--- config.mk ---
export PLATFORM = sky130hd
export DESIGN_NAME = spi_memory_burst
export DESIGN_NICKNAME = d
export VERILOG_FILES = /design/src/rtl/spi_memory_burst.sv
export SDC_FILE = /design/constraint.sdc
export NUM_CORES = 2
export LEC_CHECK = 0
export ABC_AREA = 1
export BUFFER_PORTS_ARGS = -buffer_cell sky130_fd_sc_hd__buf_2
export CORE_UTILIZATION = 26
export CTS_BUF_LIST = sky130_fd_sc_hd__clkbuf_16
export DETAILED_ROUTE_END_ITERATION = 6
export HOLD_SLACK_MARGIN = 0.12
export PLACE_DENSITY = 0.38
export SLEW_MARGIN = 20
export SYNTH_ARGS = -nofsm -noshare
export SYNTH_HDL_FRONTEND = slang
export SYNTH_SLANG_ARGS = --single-unit
--- constraint.sdc ---
create_clock -name clk -period 6.7 [get_ports clk]
set_input_delay 1.34 -clock clk [delete_from_list [all_inputs] [get_ports clk]]
set_output_delay 1.34 -clock clk [all_outputs]
set_load 0.02 [all_outputs]
--- src/rtl/spi_memory_burst.sv ---
// SPI-slave memory with burst access and a frame-error flag.
// A command frame is ADDR_W address bits followed by one R/W bit (1 = read),
// MSB first. Data words of DATA_W bits follow, and the address auto-increments
// (modulo DEPTH) for as long as CS stays low. SPI mode 0 or 3 is chosen with CPOL.
// In both modes the slave samples on the SCLK rise and shifts on the fall.
// Ports:
//   clk, reset_n          system clock, asynchronous active-low reset
//   sclk_pin, cs_pin      asynchronous SPI clock and active-low chip select
//   mosi_pin              serial data in
//   miso_pin, miso_en     serial data out and its output enable (external tristate)
//   busy                  transaction in progress (synchronised CS low)
//   frame_error           one-clk pulse when CS rises mid-command or mid-word
//   word_count            data words completed in the current/last transaction
module spi_memory_burst #(
  parameter int unsigned ADDR_W      = 7,
  parameter int unsigned DATA_W      = 8,
  parameter int unsigned DEPTH       = 128,
  parameter int unsigned CPOL        = 0,
  parameter int unsigned SYNC_STAGES = 2
) (
  input  logic              clk,
  input  logic              reset_n,
  input  logic              sclk_pin,
  input  logic              cs_pin,
  input  logic              mosi_pin,
  output logic              miso_pin,
  output logic              miso_en,
  output logic              busy,
  output logic              frame_error,
  output logic [ADDR_W-1:0] word_count
);

  localparam int unsigned MEM_AW   = (DEPTH > 1) ? $clog2(DEPTH) : 1;
  localparam int unsigned MAX_BITS = (ADDR_W + 1 > DATA_W) ? ADDR_W + 1 : DATA_W;
  localparam int unsigned CNT_W    = $clog2(MAX_BITS + 1);
  localparam int unsigned TOP      = SYNC_STAGES - 1;

  localparam logic [CNT_W-1:0]  CMD_LAST  = CNT_W'(ADDR_W);
  localparam logic [CNT_W-1:0]  DATA_LAST = CNT_W'(DATA_W - 1);
  localparam logic [ADDR_W-1:0] ADDR_MAX  = ADDR_W'(DEPTH - 1);
  localparam logic              SCLK_IDLE = (CPOL != 0);

  typedef enum logic [2:0] {
    IDLE,
    CMD,
    RD_LOAD,
    RD_DATA,
    WR_DATA
  } state_t;

  logic [SYNC_STAGES-1:0] sclk_sync;
  logic [SYNC_STAGES-1:0] cs_sync;
  logic [SYNC_STAGES-1:0] mosi_sync;
  logic                   sclk_prev;
  logic                   cs_prev;

  state_t            state;
  logic [CNT_W-1:0]  bit_cnt;
  logic [ADDR_W-1:0] addr;
  logic [DATA_W-1:0] shreg;
  logic              wr_pend;

  logic [DATA_W-1:0] mem [DEPTH];

  logic              sclk_rise_c;
  logic              sclk_fall_c;
  logic              cs_rise_c;
  logic              cs_fall_c;
  logic              mosi_c;
  logic              rise_in_frame_c;
  logic              last_bit_c;
  logic [CNT_W-1:0]  bit_cnt_nxt_c;
  logic [ADDR_W-1:0] addr_inc_c;
  logic [DATA_W-1:0] rd_word_c;
  logic [DATA_W-1:0] rd_next_c;

  function automatic logic [MEM_AW-1:0] mem_idx(input logic [ADDR_W-1:0] a);
    return MEM_AW'(a);
  endfunction

  function automatic logic [ADDR_W-1:0] addr_reduce(input logic [ADDR_W-1:0] a);
    return ADDR_W'(32'(a) % DEPTH);
  endfunction

  // Input synchronisers. CS resets to the "low" value so a CS already held low
  // at reset release is not mistaken for a new falling edge.
  always_ff @(posedge clk or negedge reset_n) begin
    if (!reset_n) begin
      sclk_sync <= {SYNC_STAGES{SCLK_IDLE}};
      cs_sync   <= '0;
      mosi_sync <= '0;
      sclk_prev <= SCLK_IDLE;
      cs_prev   <= 1'b0;
    end else begin
      sclk_sync <= {sclk_sync[TOP-1:0], sclk_pin};
      cs_sync   <= {cs_sync[TOP-1:0], cs_pin};
      mosi_sync <= {mosi_sync[TOP-1:0], mosi_pin};
      sclk_prev <= sclk_sync[TOP];
      cs_prev   <= cs_sync[TOP];
    end
  end

  // Edge pulses and the bit-counter outcome of this clock's SCLK edge, which a
  // coincident CS rise needs in order to decide on a frame error.
  always_comb begin
    sclk_rise_c     = sclk_sync[TOP] & ~sclk_prev;
    sclk_fall_c     = ~sclk_sync[TOP] & sclk_prev;
    cs_rise_c       = cs_sync[TOP] & ~cs_prev;
    cs_fall_c       = ~cs_sync[TOP] & cs_prev;
    mosi_c          = mosi_sync[TOP];
    rise_in_frame_c = sclk_rise_c && (state == CMD || state == RD_DATA || state == WR_DATA);
    last_bit_c      = rise_in_frame_c &&
                      (bit_cnt == ((state == CMD) ? CMD_LAST : DATA_LAST));
    bit_cnt_nxt_c   = bit_cnt;
    if (rise_in_frame_c) begin
      bit_cnt_nxt_c = last_bit_c ? '0 : bit_cnt + CNT_W'(1);
    end
    addr_inc_c      = (addr == ADDR_MAX) ? '0 : addr + ADDR_W'(1);
    rd_word_c       = mem[mem_idx(addr)];
    rd_next_c       = mem[mem_idx(addr_inc_c)];
  end

  // Transaction FSM. Falls are only acted on in RD_DATA, so the leading fall of
  // a mode-3 frame (idle high) never shifts anything.
  always_ff @(posedge clk or negedge reset_n) begin
    if (!reset_n) begin
      state       <= IDLE;
      bit_cnt     <= '0;
      addr        <= '0;
      shreg       <= '0;
      wr_pend     <= 1'b0;
      miso_pin    <= 1'b0;
      miso_en     <= 1'b0;
      busy        <= 1'b0;
      frame_error <= 1'b0;
      word_count  <= '0;
    end else begin
      frame_error <= 1'b0;
      wr_pend     <= 1'b0;
      bit_cnt     <= bit_cnt_nxt_c;

      // Commit of a completed write word, one clk after its last sampled bit.
      if (wr_pend) begin
        addr       <= addr_inc_c;
        word_count <= word_count + ADDR_W'(1);
      end

      case (state)
        IDLE: begin
          if (cs_fall_c) begin
            state      <= CMD;
            bit_cnt    <= '0;
            word_count <= '0;
            busy       <= 1'b1;
          end
        end
        CMD: begin
          if (sclk_rise_c) begin
            if (last_bit_c) begin
              addr  <= addr_reduce(addr);
              state <= mosi_c ? RD_LOAD : WR_DATA;
            end else begin
              addr  <= ADDR_W'({addr, mosi_c});
            end
          end
        end
        RD_LOAD: begin
          shreg   <= rd_word_c;
          miso_en <= 1'b1;
          state   <= RD_DATA;
        end
        RD_DATA: begin
          if (sclk_fall_c) begin
            miso_pin <= shreg[DATA_W-1];
            shreg    <= {shreg[DATA_W-2:0], 1'b0};
          end
          // Preload the next word so its MSB goes out on the very next fall.
          if (last_bit_c) begin
            addr       <= addr_inc_c;
            word_count <= word_count + ADDR_W'(1);
            shreg      <= rd_next_c;
          end
        end
        WR_DATA: begin
          if (sclk_rise_c) begin
            shreg <= {shreg[DATA_W-2:0], mosi_c};
            if (last_bit_c) begin
              wr_pend <= 1'b1;
            end
          end
        end
        default: state <= IDLE;
      endcase

      // CS rise wins over the state update but the same-clk SCLK edge still counts.
      if (cs_rise_c) begin
        state       <= IDLE;
        bit_cnt     <= '0;
        miso_en     <= 1'b0;
        miso_pin    <= 1'b0;
        busy        <= 1'b0;
        frame_error <= (bit_cnt_nxt_c != '0);
      end
    end
  end

  // Word storage; shreg holds the finished word while wr_pend is high.
  always_ff @(posedge clk) begin
    if (wr_pend) begin
      mem[mem_idx(addr)] <= shreg;
    end
  end

endmodule

==> out/results.tsv <==
metric	value	unit
status	completed	
top cells by area, synth	edfxtp_1 (54%), nand2_1 (18%), nand3_1 (12%)	
DIE WIDTH	469	µm
max frequency	200	MHz
Layout Nets	6600	
Syn Inst Count	6784	
DIE AREA	220000	µm²
Ports	16	
final hold vios	0	
RSZ-0062 raised after global routing	no	
DR WL/cell	25.7	µm
Clock Latency Late Sink	800	ps
post-route ant nets	0	
clk_skew	36.2	ps
Via-to-Cell Ratio	5.10	
GRT Total Usage	21.8	%
CTS sink cnt	1066	
Residual DRC	0	
Post-CTS Hold Buffers	0	
largest net degree at the start of global routing	153	
Power Internal	0.0158	W
Root Driver	clkbuf_16	
Longest Clk Path Bufs	3	
R2R setup slack	1710	ps
Hold EP	mosi_sync[1]	
DR vias	48600	
r2r worst-path depth	18	
slew of the pin with the lowest slew margin	1200	ps
Psw	0.0153	W
htree depth	4	
first-pass GRT wire length	349000	µm
Syn. warnings	0	
Worst EP arrival	5690	ps
most frequent cells in the layout	nand2_1 (2798), nand3_1 (1317), edfxtp_1 (1024), inv_1 (360), o21ai_0 (226)	
worst hold path class	flop to flop	
Switching Fraction	49.2	%
Area Growth Syn to Fin	11.8	%
Initial Util	26.2	%
final wirelength	246000	µm
unique cell type count in the Yosys netlist	40	
CP Launch Type	flop	
minimum clock period	4990	ps
Yosys reg bits	1066	
sequential area share after synthesis	56.0	%
Die Y-Extent	469	µm
Post-Synthesis Net Count	6794	
Reg power frac	29.4	%
leakage	25.3	nW
Final Non-Filler Cells	9546	
Core ar.	217000	µm²
CP required	7400	ps
Post-CTS Setup Repair Bufs	0	
critical path class	flop to flop	
grt ovf	0	
final setup vio count	0	
post-synth top area share	54.1	%
TritonCTS clock tree	yes	
Worst IR Drop VDD	368	µV
Cell Rows	171	
setup TNS	0	ps
max cap viols	0	
fraction of layout cells with a size suffix above 1	5.87	%
Power Total	0.0311	W
period utilisation layout	74.5	%
HPWL after detailed placement	144000	µm
RD Place Congestion	0.865	
Logic pwr share	48.1	%
dpl cells	9300	
clock power share	22.4	%
vias in the first global route	46200	
# port buffers	15	
Worst Path Max Fanout	86	
pwr dens	490	nW/µm²
Yosys top cell by area	edfxtp_1	
detailed-router iteration count before antenna repair	6	
Rel. slew slack	19.5	%
capture point of the worst reg-to-reg path	shreg[7]	
post-CTS resize count	0	
Critical Path End Type	flop	
hold depth	0	
Worst-path clk slew	60	ps
Worst R2R Start	addr[0]	
worst hold start	mosi_sync[0]	
TritonCTS Buffers	140	
Mean Syn Cell Area	8.38	µm²
Final Slew Violations	0	
initial antenna violation count	9	
Iteration-0 DRC Markers	5121	
most common library cell in the layout ignoring fill and taps	nand2_1	
Post-Syn Area	56800	µm²
==> worst max-delay path by stage <==
stage                     startpoint       end  depth (start not counted)
after floorplan             shreg[5]  shreg[6]                          6
after global placement       addr[0]  shreg[7]                         18
after detailed placement     addr[0]  shreg[7]                         18
after CTS                    addr[0]  shreg[7]                         18
after global routing         addr[0]  shreg[7]                         18
final                        addr[0]  shreg[7]                         18
==> cells by family after synthesis <==
kind of cell    after synthesis  synth area share [%]
xor+xnor                      5                0.0771
flops                      1066                  56.0
simple gates               4500                  33.5
fa+ha+maj                     5                 0.110
compound gates              393                  3.69
buf+inv                     815                  6.65
==> sequential cells by signal, indices dropped and copies added (netlist names) <==
signal	count
sclk_prev	1
wr_pend	1
state	3
mem	1024
addr	7
shreg	8
mosi_sync	2
sclk_sync	2
word_count	7
frame_error	1
busy	1
cs_prev	1
miso_en	1
bit_cnt	4
cs_sync	2
miso_pin	1
==> stage by stage <==
| step | utilization (%) | cell area [µm²] | setup slack, ps | hold slack, ps |
|---|---|---|---|---|
| after floorplan | - | 56800 | 4300 | 331 |
| after global placement | 27.3 | 59300 | 1570 | 345 |
| after detailed placement | 27.3 | 59300 | 1600 | 337 |
| after CTS | 29.2 | 63400 | 1600 | 351 |
| after global routing | 29.2 | 63500 | 1460 | 357 |
| final | 29.2 | 63500 | 1710 | 348 |
==> per-layer routing <==
layer / routed length (µm) / vias up / GRT usage (%)
li1: - / 22300 / -
met3: 14800 / 390 / 2.82
met2: 113000 / 1889 / 34.9
met1: 109000 / 24000 / 29.7
met4: 9350 / 2 / 8.20
met5: 11 / - / 0
==> worst max-delay path, stage by stage, from the launching register on <==
cell and delay (ps):
dfrtp_4 740, ha_4 310, nand2_2 100, nor2_4 70, nand2_8 460, nand2_8 500
inv_4 670, buf_4 510, nand2_1 90, nand3_1 80, nand3_1 100, nand2_1 110
nand2_1 50, nand3_1 230, nand3_1 330, nand3_1 220, nand3_1 80, nand2_1 70
inv_1 40
==> power groups by stage <==
stage / Clock [W] / Combinational (W) / Sequential, W
detailed placement: 0 / 0.0149 / 0.00931
global route: 0.00734 / 0.0161 / 0.00919
finish: 0.00697 / 0.0150 / 0.00915
CTS: 0.00712 / 0.0149 / 0.00917
global placement: 0 / 0.0149 / 0.00931
floorplan: 0 / 0.00864 / 0.00903
==> cell usage after synthesis (all sizes together) <==
library cell / count
nand4: 9
ha: 5
edfxtp: 1024
o21ai: 228
nor3: 4
inv: 338
a31oi: 1
a2bb2oi: 1
nand3: 1319
nand3b: 104
o22ai: 36
nand2: 2804
a211oi: 4
xnor2: 2
o211ai: 8
a41oi: 1
or2: 5
clkinv: 3
o21a: 1
a21oi: 101
xor2: 3
clkbuf: 134
a22oi: 12
nor2: 255
dfrtp: 42
buf: 340
==> layout make-up <==
class                   count  area (µm²)
clock buffers             144        3600
fillers                 22900      154000
clock inverters            99         517
diodes                      1        2.50
repair buffers            138        1280
flip-flops and latches   1066       31800
multi-input cells        4903       21400
inverters                 341        1310
well taps                2854        3570
Power figures use the tool's default switching activity.
